## config.mk

```make
export PLATFORM = sky130hd
export DESIGN_NAME = uart_rx
export DESIGN_NICKNAME = d
export VERILOG_FILES = /design/src/rtl/uart_rx.sv
export SDC_FILE = /design/constraint.sdc
export NUM_CORES = 1
export LEC_CHECK = 0
export CAP_MARGIN = 20
export CORE_MARGIN = 8
export CORE_UTILIZATION = 60
export CTS_BUF_LIST = sky130_fd_sc_hd__clkbuf_4 sky130_fd_sc_hd__clkbuf_8
export DETAILED_ROUTE_END_ITERATION = 6
export DONT_BUFFER_PORTS = 1
export GPL_ROUTABILITY_DRIVEN = 0
export PLACE_DENSITY = 0.78
export SLEW_MARGIN = 20
export SYNTH_ARGS = -nofsm -noshare
export SYNTH_HDL_FRONTEND = slang
export SYNTH_SLANG_ARGS = --single-unit
```

## constraint.sdc

```tcl
create_clock -name clk -period 4.16 [get_ports clk]
set_clock_uncertainty 0.05 [all_clocks]
set_input_delay 0.208 -clock clk [delete_from_list [all_inputs] [get_ports clk]]
set_output_delay 0.208 -clock clk [all_outputs]
set_load 0.05 [all_outputs]
```

## src/rtl/uart_rx.sv

```systemverilog
// uart_rx: 8N1 serial receiver, mid-bit sampling, rdy/clr_rdy handshake with sticky error flags.
// Optional feature macro UART_PARITY_EN adds an even-parity bit between D7 and the stop bit.
`timescale 1ns/1ps
module uart_rx #(
    parameter int BAUD_DIV = 2604
) (
    input  logic       clk,
    input  logic       rst_n,
    input  logic       RX,
    input  logic       clr_rdy,
    output logic [7:0] rx_data,
    output logic       rdy,
    output logic       frm_err,
    output logic       ovr_err,
    output logic       par_err
);
    localparam int CNT_W = $clog2(BAUD_DIV + 1);
    localparam logic [CNT_W-1:0] CNT_FULL = CNT_W'(BAUD_DIV);
    localparam logic [CNT_W-1:0] CNT_HALF = CNT_W'(BAUD_DIV / 2);
    localparam logic [CNT_W-1:0] CNT_ONE  = CNT_W'(1);

    typedef enum logic [2:0] {
        IDLE,
        START,
        DATA,
`ifdef UART_PARITY_EN
        PARITY,
`endif
        STOP
    } state_e;

    state_e           state_q, state_d;
    logic             rx_meta_q, rx_s_q, rx_prev_q;
    logic [CNT_W-1:0] baud_cnt_q, baud_cnt_d;
    logic [3:0]       bit_cnt_q, bit_cnt_d;
    logic [7:0]       shift_q, shift_d;
    logic [7:0]       rx_data_q, rx_data_d;
    logic             rdy_q, rdy_d;
    logic             frm_q, frm_d;
    logic             ovr_q, ovr_d;
    logic             expire;
    logic             par_bad;
`ifdef UART_PARITY_EN
    logic             par_q, par_d;
    logic             bad_q, bad_d;
    assign par_bad = bad_q;
`else
    assign par_bad = 1'b0;
`endif

    // The counter is reloaded on expiry, so a load of N yields the action N cycles later.
    assign expire = (baud_cnt_q == CNT_ONE);

    always_ff @(posedge clk or negedge rst_n) begin
        if (!rst_n) begin
            rx_meta_q  <= 1'b1;
            rx_s_q     <= 1'b1;
            rx_prev_q  <= 1'b1;
            state_q    <= IDLE;
            baud_cnt_q <= '0;
            bit_cnt_q  <= '0;
            shift_q    <= '0;
            rx_data_q  <= '0;
            rdy_q      <= 1'b0;
            frm_q      <= 1'b0;
            ovr_q      <= 1'b0;
`ifdef UART_PARITY_EN
            par_q      <= 1'b0;
            bad_q      <= 1'b0;
`endif
        end else begin
            rx_meta_q  <= RX;
            rx_s_q     <= rx_meta_q;
            rx_prev_q  <= rx_s_q;
            state_q    <= state_d;
            baud_cnt_q <= baud_cnt_d;
            bit_cnt_q  <= bit_cnt_d;
            shift_q    <= shift_d;
            rx_data_q  <= rx_data_d;
            rdy_q      <= rdy_d;
            frm_q      <= frm_d;
            ovr_q      <= ovr_d;
`ifdef UART_PARITY_EN
            par_q      <= par_d;
            bad_q      <= bad_d;
`endif
        end
    end

    always_comb begin
        state_d    = state_q;
        baud_cnt_d = baud_cnt_q;
        bit_cnt_d  = bit_cnt_q;
        shift_d    = shift_q;
        rx_data_d  = rx_data_q;
        rdy_d      = rdy_q;
        frm_d      = frm_q;
        ovr_d      = ovr_q;
`ifdef UART_PARITY_EN
        par_d      = par_q;
        bad_d      = bad_q;
`endif
        if (clr_rdy) begin
            rdy_d = 1'b0;
            frm_d = 1'b0;
            ovr_d = 1'b0;
`ifdef UART_PARITY_EN
            par_d = 1'b0;
`endif
        end
        if (state_q != IDLE) begin
            baud_cnt_d = baud_cnt_q - CNT_ONE;
        end

        case (state_q)
            IDLE: begin
                if (!rx_s_q && rx_prev_q) begin
                    baud_cnt_d = CNT_HALF;
                    state_d    = START;
                end
            end
            START: begin
                if (expire) begin
                    if (rx_s_q) begin
                        state_d = IDLE;
                    end else begin
                        baud_cnt_d = CNT_FULL;
                        bit_cnt_d  = '0;
                        state_d    = DATA;
                    end
                end
            end
            DATA: begin
                if (expire) begin
                    shift_d    = {rx_s_q, shift_q[7:1]};
                    baud_cnt_d = CNT_FULL;
                    bit_cnt_d  = bit_cnt_q + 4'd1;
                    if (bit_cnt_q == 4'd7) begin
`ifdef UART_PARITY_EN
                        state_d = PARITY;
`else
                        state_d = STOP;
`endif
                    end
                end
            end
`ifdef UART_PARITY_EN
            PARITY: begin
                if (expire) begin
                    baud_cnt_d = CNT_FULL;
                    bad_d      = ^shift_q ^ rx_s_q;
                    if (^shift_q ^ rx_s_q) begin
                        par_d = 1'b1;
                    end
                    state_d = STOP;
                end
            end
`endif
            STOP: begin
                // Returning to IDLE at mid-stop-bit lets a back-to-back start edge be caught.
                if (expire) begin
                    state_d = IDLE;
                    if (!rx_s_q) begin
                        frm_d = 1'b1;
                    end else if (!par_bad) begin
                        if (!rdy_q || clr_rdy) begin
                            rx_data_d = shift_q;
                            rdy_d     = 1'b1;
                        end else begin
                            ovr_d = 1'b1;
                        end
                    end
                end
            end
            default: state_d = IDLE;
        endcase
    end

    assign rx_data = rx_data_q;
    assign rdy     = rdy_q;
    assign frm_err = frm_q;
    assign ovr_err = ovr_q;
`ifdef UART_PARITY_EN
    assign par_err = par_q;
`else
    assign par_err = 1'b0;
`endif

endmodule

```

* Word level (Yosys, flattened, before mapping) *
Index checks and enable logic that the tools add are counted.

storage, ports and cells
  word-level logic and storage cells = 66
  output and inout bits = 12
  input bits = 4
  register bits = 41

operators by class
  reductions and logical operators = 11
  add/sub/neg operators = 2
  multiplexer cells = 31
  eq/ne operators = 11

operator list
  cell                   count
  $mux 12                5
  $pmux 12 s3            1
  $mux 3                 5
  $mux 1                 14
  $eq 12x1->1 const B    1
  $mux 4                 3
  $ne 2x2->1 const B     6
  $pmux 3 s4             1
  $sub 12x1->12 const B  1
  $pmux 4 s2             1
  $reduce_and 4->1       2
  $eq 3x2->1 const B     2
  $reduce_and 5->1       1
  $add 4x1->4 const B    1
  $eq 4x3->1 const B     1
  $eq 3x1->1 const B     1
  $logic_not 3->1        1
  $reduce_bool 3->1      1
  $logic_not 1->1        2
  $mux 2                 1
  $reduce_and 2->1       1
  $reduce_bool 2->1      1
  $logic_and 1x1->1      1
  $logic_or 1x1->1       1

* Depth between registers and ports, before layout *
  depth after elaboration = 6
  depth in mapped cells = 7
  depth with buffers taken out = 6

* Worst setup path before layout *
No wires, ideal clock.

  kind = register -> register
  from = register baud_cnt_q[1]
  to = register rx_data_q[0], in the netlist rx_data[0]
  library setup time = 0.125 ns
  stages on the path, launching flop included = 7
  required time = 3.985 ns
  path slack = 2.232 ns
  period minus slack after synthesis = 1.928 ns
  data arrival time = 1.753 ns
  buffers on the path = 0
  cells stage by stage = dfrtp_1 > inv_1 > ha_1 > or4b_4 > nor4_4 > nand2_4 > mux2_2

between the ends
  word-level cells in the longest chain between the ends = 2

RTL lines
  what                               RTL line  RTL
  from (decl)                        34        logic [CNT_W-1:0] baud_cnt_q, baud_cnt_d;
  from (signal assigned)             76        baud_cnt_q <= baud_cnt_d;
  $eq 12x1->1                        52        assign expire = (baud_cnt_q == CNT_ONE);
  $reduce_and 4->1 (no source line)  -
  to (signal assigned)               79        rx_data_q <= rx_data_d;
  to (decl)                          37        logic [7:0] rx_data_q, rx_data_d;

No other way between the ends.
A chain may end at the register's enable or synchronous reset.

* Worst setup path after layout *
  from = register baud_cnt_q[6]
  to = register shift_q[4]

between the ends
  word-level cells in the longest chain between the ends = 2

RTL lines
  what                               RTL line  RTL
  $eq 12x1->1                        52
  $reduce_and 2->1 (no source line)  -
  to (signal assigned)               78        shift_q <= shift_d;
  to (decl)                          36        logic [7:0] shift_q, shift_d;

No other way between the ends.

==> results.py <==
metrics = {
    "sta": {
        "rsz0062_at_grt": "false",
        "period_needed_ns": 2.30,
        "tightestPinTransition_ns": 0.731,
        "post-route-period-util_pct": 55.3,
        "relSlewSlack_pct": 51.2,
        "final-setup-viol-count": 0,
        "final_hold_viol_count": 0,
        "fmaxAchievable_mhz": 435,
        "slew_viol_final": 0,
        "fin_setup_tns_ns": 0,
    },
    "yosys": {
        "syn_inst": 167,
        "synth_edf_count": 0,
        "synth_compound_area_share_pct": 13.6,
        "synth-seq-cells": 40,
        "synth_mux_area_share_pct": 10.0,
        "synth_top_family_by_area": "simple AND/OR/NAND/NOR gates",
        "seq_area_frac_synth_pct": 52.5,
        "yosys.area_share.simple_pct": 18.8,
        "async_flop_share_pct": 100,
        "synth_cell_types": 50,
        "synth_nets": 174,
        "ys.flop_type": "dfrtp_1",
        "ys_warn_count": 0,
        "synth_fa_ha_area_share_pct": 1.96,
        "avgSynthCellArea_um2": 11.5,
        "synth_xor_area_share_pct": 0.915,
        "synth_area_um2": 1910,
    },
    "route": {
        "drt-total-wl_mm": 3.73,
        "vias_per_cell": 6.19,
        "wl_per_cell_um": 17.2,
        "dr_total_vias": 1344,
        "dr.first_iter.drc_count": 144,
        "final_antenna_net_count": 0,
        "drt_first_pass_iters": 4,
        "drc_errors": 0,
    },
    "worst_setup_path": {
        "path_cells": "nor4_2 > nand4_1 > mux2_2",
        "r2r.worst_path.cells": 3,
        "crit_type": "register to register",
        "slowest_stage": "nand4_1",
        "r2r_slack_ns": 1.86,
        "critPathMaxStageDelay_ns": 0.64,
        "arrival_ns": 2.49,
        "start_kind": "register",
        "rr_endpoint": "shift_q[4]",
        "worstReg2RegStart": "baud_cnt_q[6]",
        "crit_path_max_fanout": 14,
        "cp.required_ns": 4.35,
        "endpoint_kind": "register",
    },
    "cts": {
        "postCtsResizedCells": 0,
        "cts_buffer_depth": 2,
        "clock_sinks": 40,
        "htree_levels": 2,
        "clk_latency_ns": 0.34,
        "clkTransAtPathRegs_ns": 0.12,
        "cts_root_buffer": "clkbuf_4",
        "cts_setup_buffers": 0,
        "cts_tree": "built",
        "cts_inserted_buffers": 5,
    },
    "worst_hold_path": {
        "hp-start": "clr_rdy",
        "hold_end": "rdy",
        "worstHoldPathType": "input port to register",
        "min_path_cells": 2,
    },
    "floorplan": {
        "fp.dieH_um": 72.5,
        "die_w_um": 72.5,
        "start_util_pct": 62.7,
        "die-area_um2": 5250,
        "io_pins": 16,
        "core_um2": 3050,
        "rows": 20,
    },
    "placed_design": {
        "dp_hpwl_mm": 2.70,
        "port_buffers": 0,
        "dp.cells": 205,
    },
    "grt": {
        "antenna_found_initial": 0,
        "track_usage_pct": 15.6,
        "grt-ovfl-total": 0,
        "grt_max_degree": 41,
        "grt_pass1_vias": 1324,
        "grt_pass1_wl_mm": 6.33,
    },
    "power": {
        "pwr_density_cell_nw_per_um2": 526,
        "power.total_uw": 1090,
        "irDropWorstVdd_v": 0.000241,
        "power.leakage_uw": 0.000922,
    },
    "finish": {
        "n_antenna_cell": 0,
        "syn_to_final_growth_pct": 8.69,
        "nets": 179,
        "drive_gt1_share_pct": 22.5,
        "fillers": 240,
        "final_cells": 217,
    },
    "flow_run": {
        "maxCapViolCount": 0,
    },
    "status": {
        "status": "complete, no violations",
    },
}
-- placed cells by master, fill, tap and decap left out, types with 2 or more instances in the layout --
| cell | instances |
|---|---|
| a211o_1 | 2 |
| nand3_1 | 7 |
| mux2_2 | 17 |
| nand4_1 | 2 |
| a21oi_1 | 3 |
| nor2_1 | 13 |
| o31ai_1 | 5 |
| nor2b_1 | 2 |
| or3_1 | 2 |
| nor4_1 | 2 |
| o21ai_0 | 8 |
| o211ai_1 | 2 |
| dfrtp_1 | 37 |
| o311ai_0 | 4 |
| ha_1 | 3 |
| nor3b_1 | 3 |
| xnor2_1 | 2 |
| inv_1 | 3 |
| nor3_1 | 3 |
| or4_1 | 2 |
| dlygate4sd3_1 | 3 |
| nand2_1 | 11 |
| dfstp_2 | 3 |
| clkbuf_4 | 5 |
-- routing by layer --
layer,up-vias,track usage [%],part of all wire [%]
met3,10,4.82,5.6
met4,0,6.67,2.0
met2,31,25.5,49
met1,667,18.5,43
met5,-,0,0
li1,636,-,-
-- critical path, delay by kind of cell (launching register included) --
| kind | cells | cell delay, ns |
|---|---|---|
| simple gates | 2 | 1.19 |
| mux | 1 | 0.49 |
| flops | 1 | 0.46 |
-- Yosys cell counts, drive strengths merged (2+ instances only) --
cell | count | area [µm²]
nand3 | 7 | 35.0
nor2 | 13 | 48.8
nor3b | 3 | 22.5
nand2 | 12 | 52.6
buf | 3 | 17.5
dfrtp | 37 | 926
o31ai | 5 | 37.5
a211o | 2 | 17.5
o211ai | 2 | 15.0
nor4 | 4 | 46.3
o311ai | 4 | 35.0
or4 | 3 | 26.3
nand4 | 2 | 12.5
clkbuf | 3 | 11.3
or3 | 3 | 20.0
mux2 | 17 | 191
ha | 3 | 37.5
nor2b | 2 | 12.5
xnor2 | 2 | 17.5
o21ai | 8 | 40.0
dfstp | 3 | 78.8
inv | 3 | 11.3
nor3 | 4 | 25.0
or4b | 2 | 23.8
a21oi | 3 | 15.0
-- worst max-delay path by stage --
stage                         endpoint  cells past startpoint           from  slack, ns
after floorplan             rx_data[0]                      6  baud_cnt_q[1]       2.23
after global placement      shift_q[5]                      3  baud_cnt_q[6]       1.96
after detailed placement    shift_q[4]                      3  baud_cnt_q[6]       1.87
after CTS                   shift_q[4]                      3  baud_cnt_q[6]       1.85
after global routing      bit_cnt_q[2]                      4  baud_cnt_q[6]       1.59
final                       shift_q[4]                      3  baud_cnt_q[6]       1.86
-- repair_timing --
item	in CTS	in global routing
setup endpoints to repair	0	0
hold endpoints to repair	43	0
hold buffers	4	0
-- area by class of cell --
cell class                 count  area (µm²)  share of cell area [%]
multi-input combinational    118         870                    41.8
inverter                       3        11.3                   0.541
clock buffer                   6        51.3                    2.47
clock inverter                 2        38.8                    1.86
timing repair buffer           4        50.0                    2.41
sequential                    40        1000                    48.3
tap                           44        55.1                    2.65
-- report_power, final --
group | switching [µW] | total, µW | internal [µW]
logic | 156 | 283 | 127
registers | 94.8 | 544 | 450
clock network | 123 | 267 | 144
total | 374 | 1090 | 720
-- per-stage QoR --
stage / setup WS, ns / area (µm²) / hold WS (ns) / utilization, %
finish: 1.86 / 2080 / 0.0988 / 68.2
global route: 1.59 / 2080 / 0.0772 / 68.2
CTS: 1.85 / 2080 / 0.0936 / 68.2
detailed placement: 1.87 / 1940 / -0.136 / 63.6
global placement: 1.96 / 1940 / -0.136 / 63.6
floorplan: 2.23 / 1910 / -0.138 / -
-- sequential cells by signal, indices dropped and copies added, names as in the netlist --
signal / flops
rx_prev_q: 1
baud_cnt_q: 12
state_q: 2
shift_q: 8
rdy: 1
ovr_err: 1
bit_cnt_q: 4
rx_s_q: 1
rx_data: 8
frm_err: 1
rx_meta_q: 1
-- logic make-up (layout without fill, tap and decap cells) --
logic type,after synthesis,count (layout)
mux,17,17
other cells,1,1
simple gates,59,59
buf+inv,9,15
fa+ha+maj,3,3
flops,40,40
compound gates,36,36
xor+xnor,2,2
Note: power is estimated with default switching activity, not from simulation.
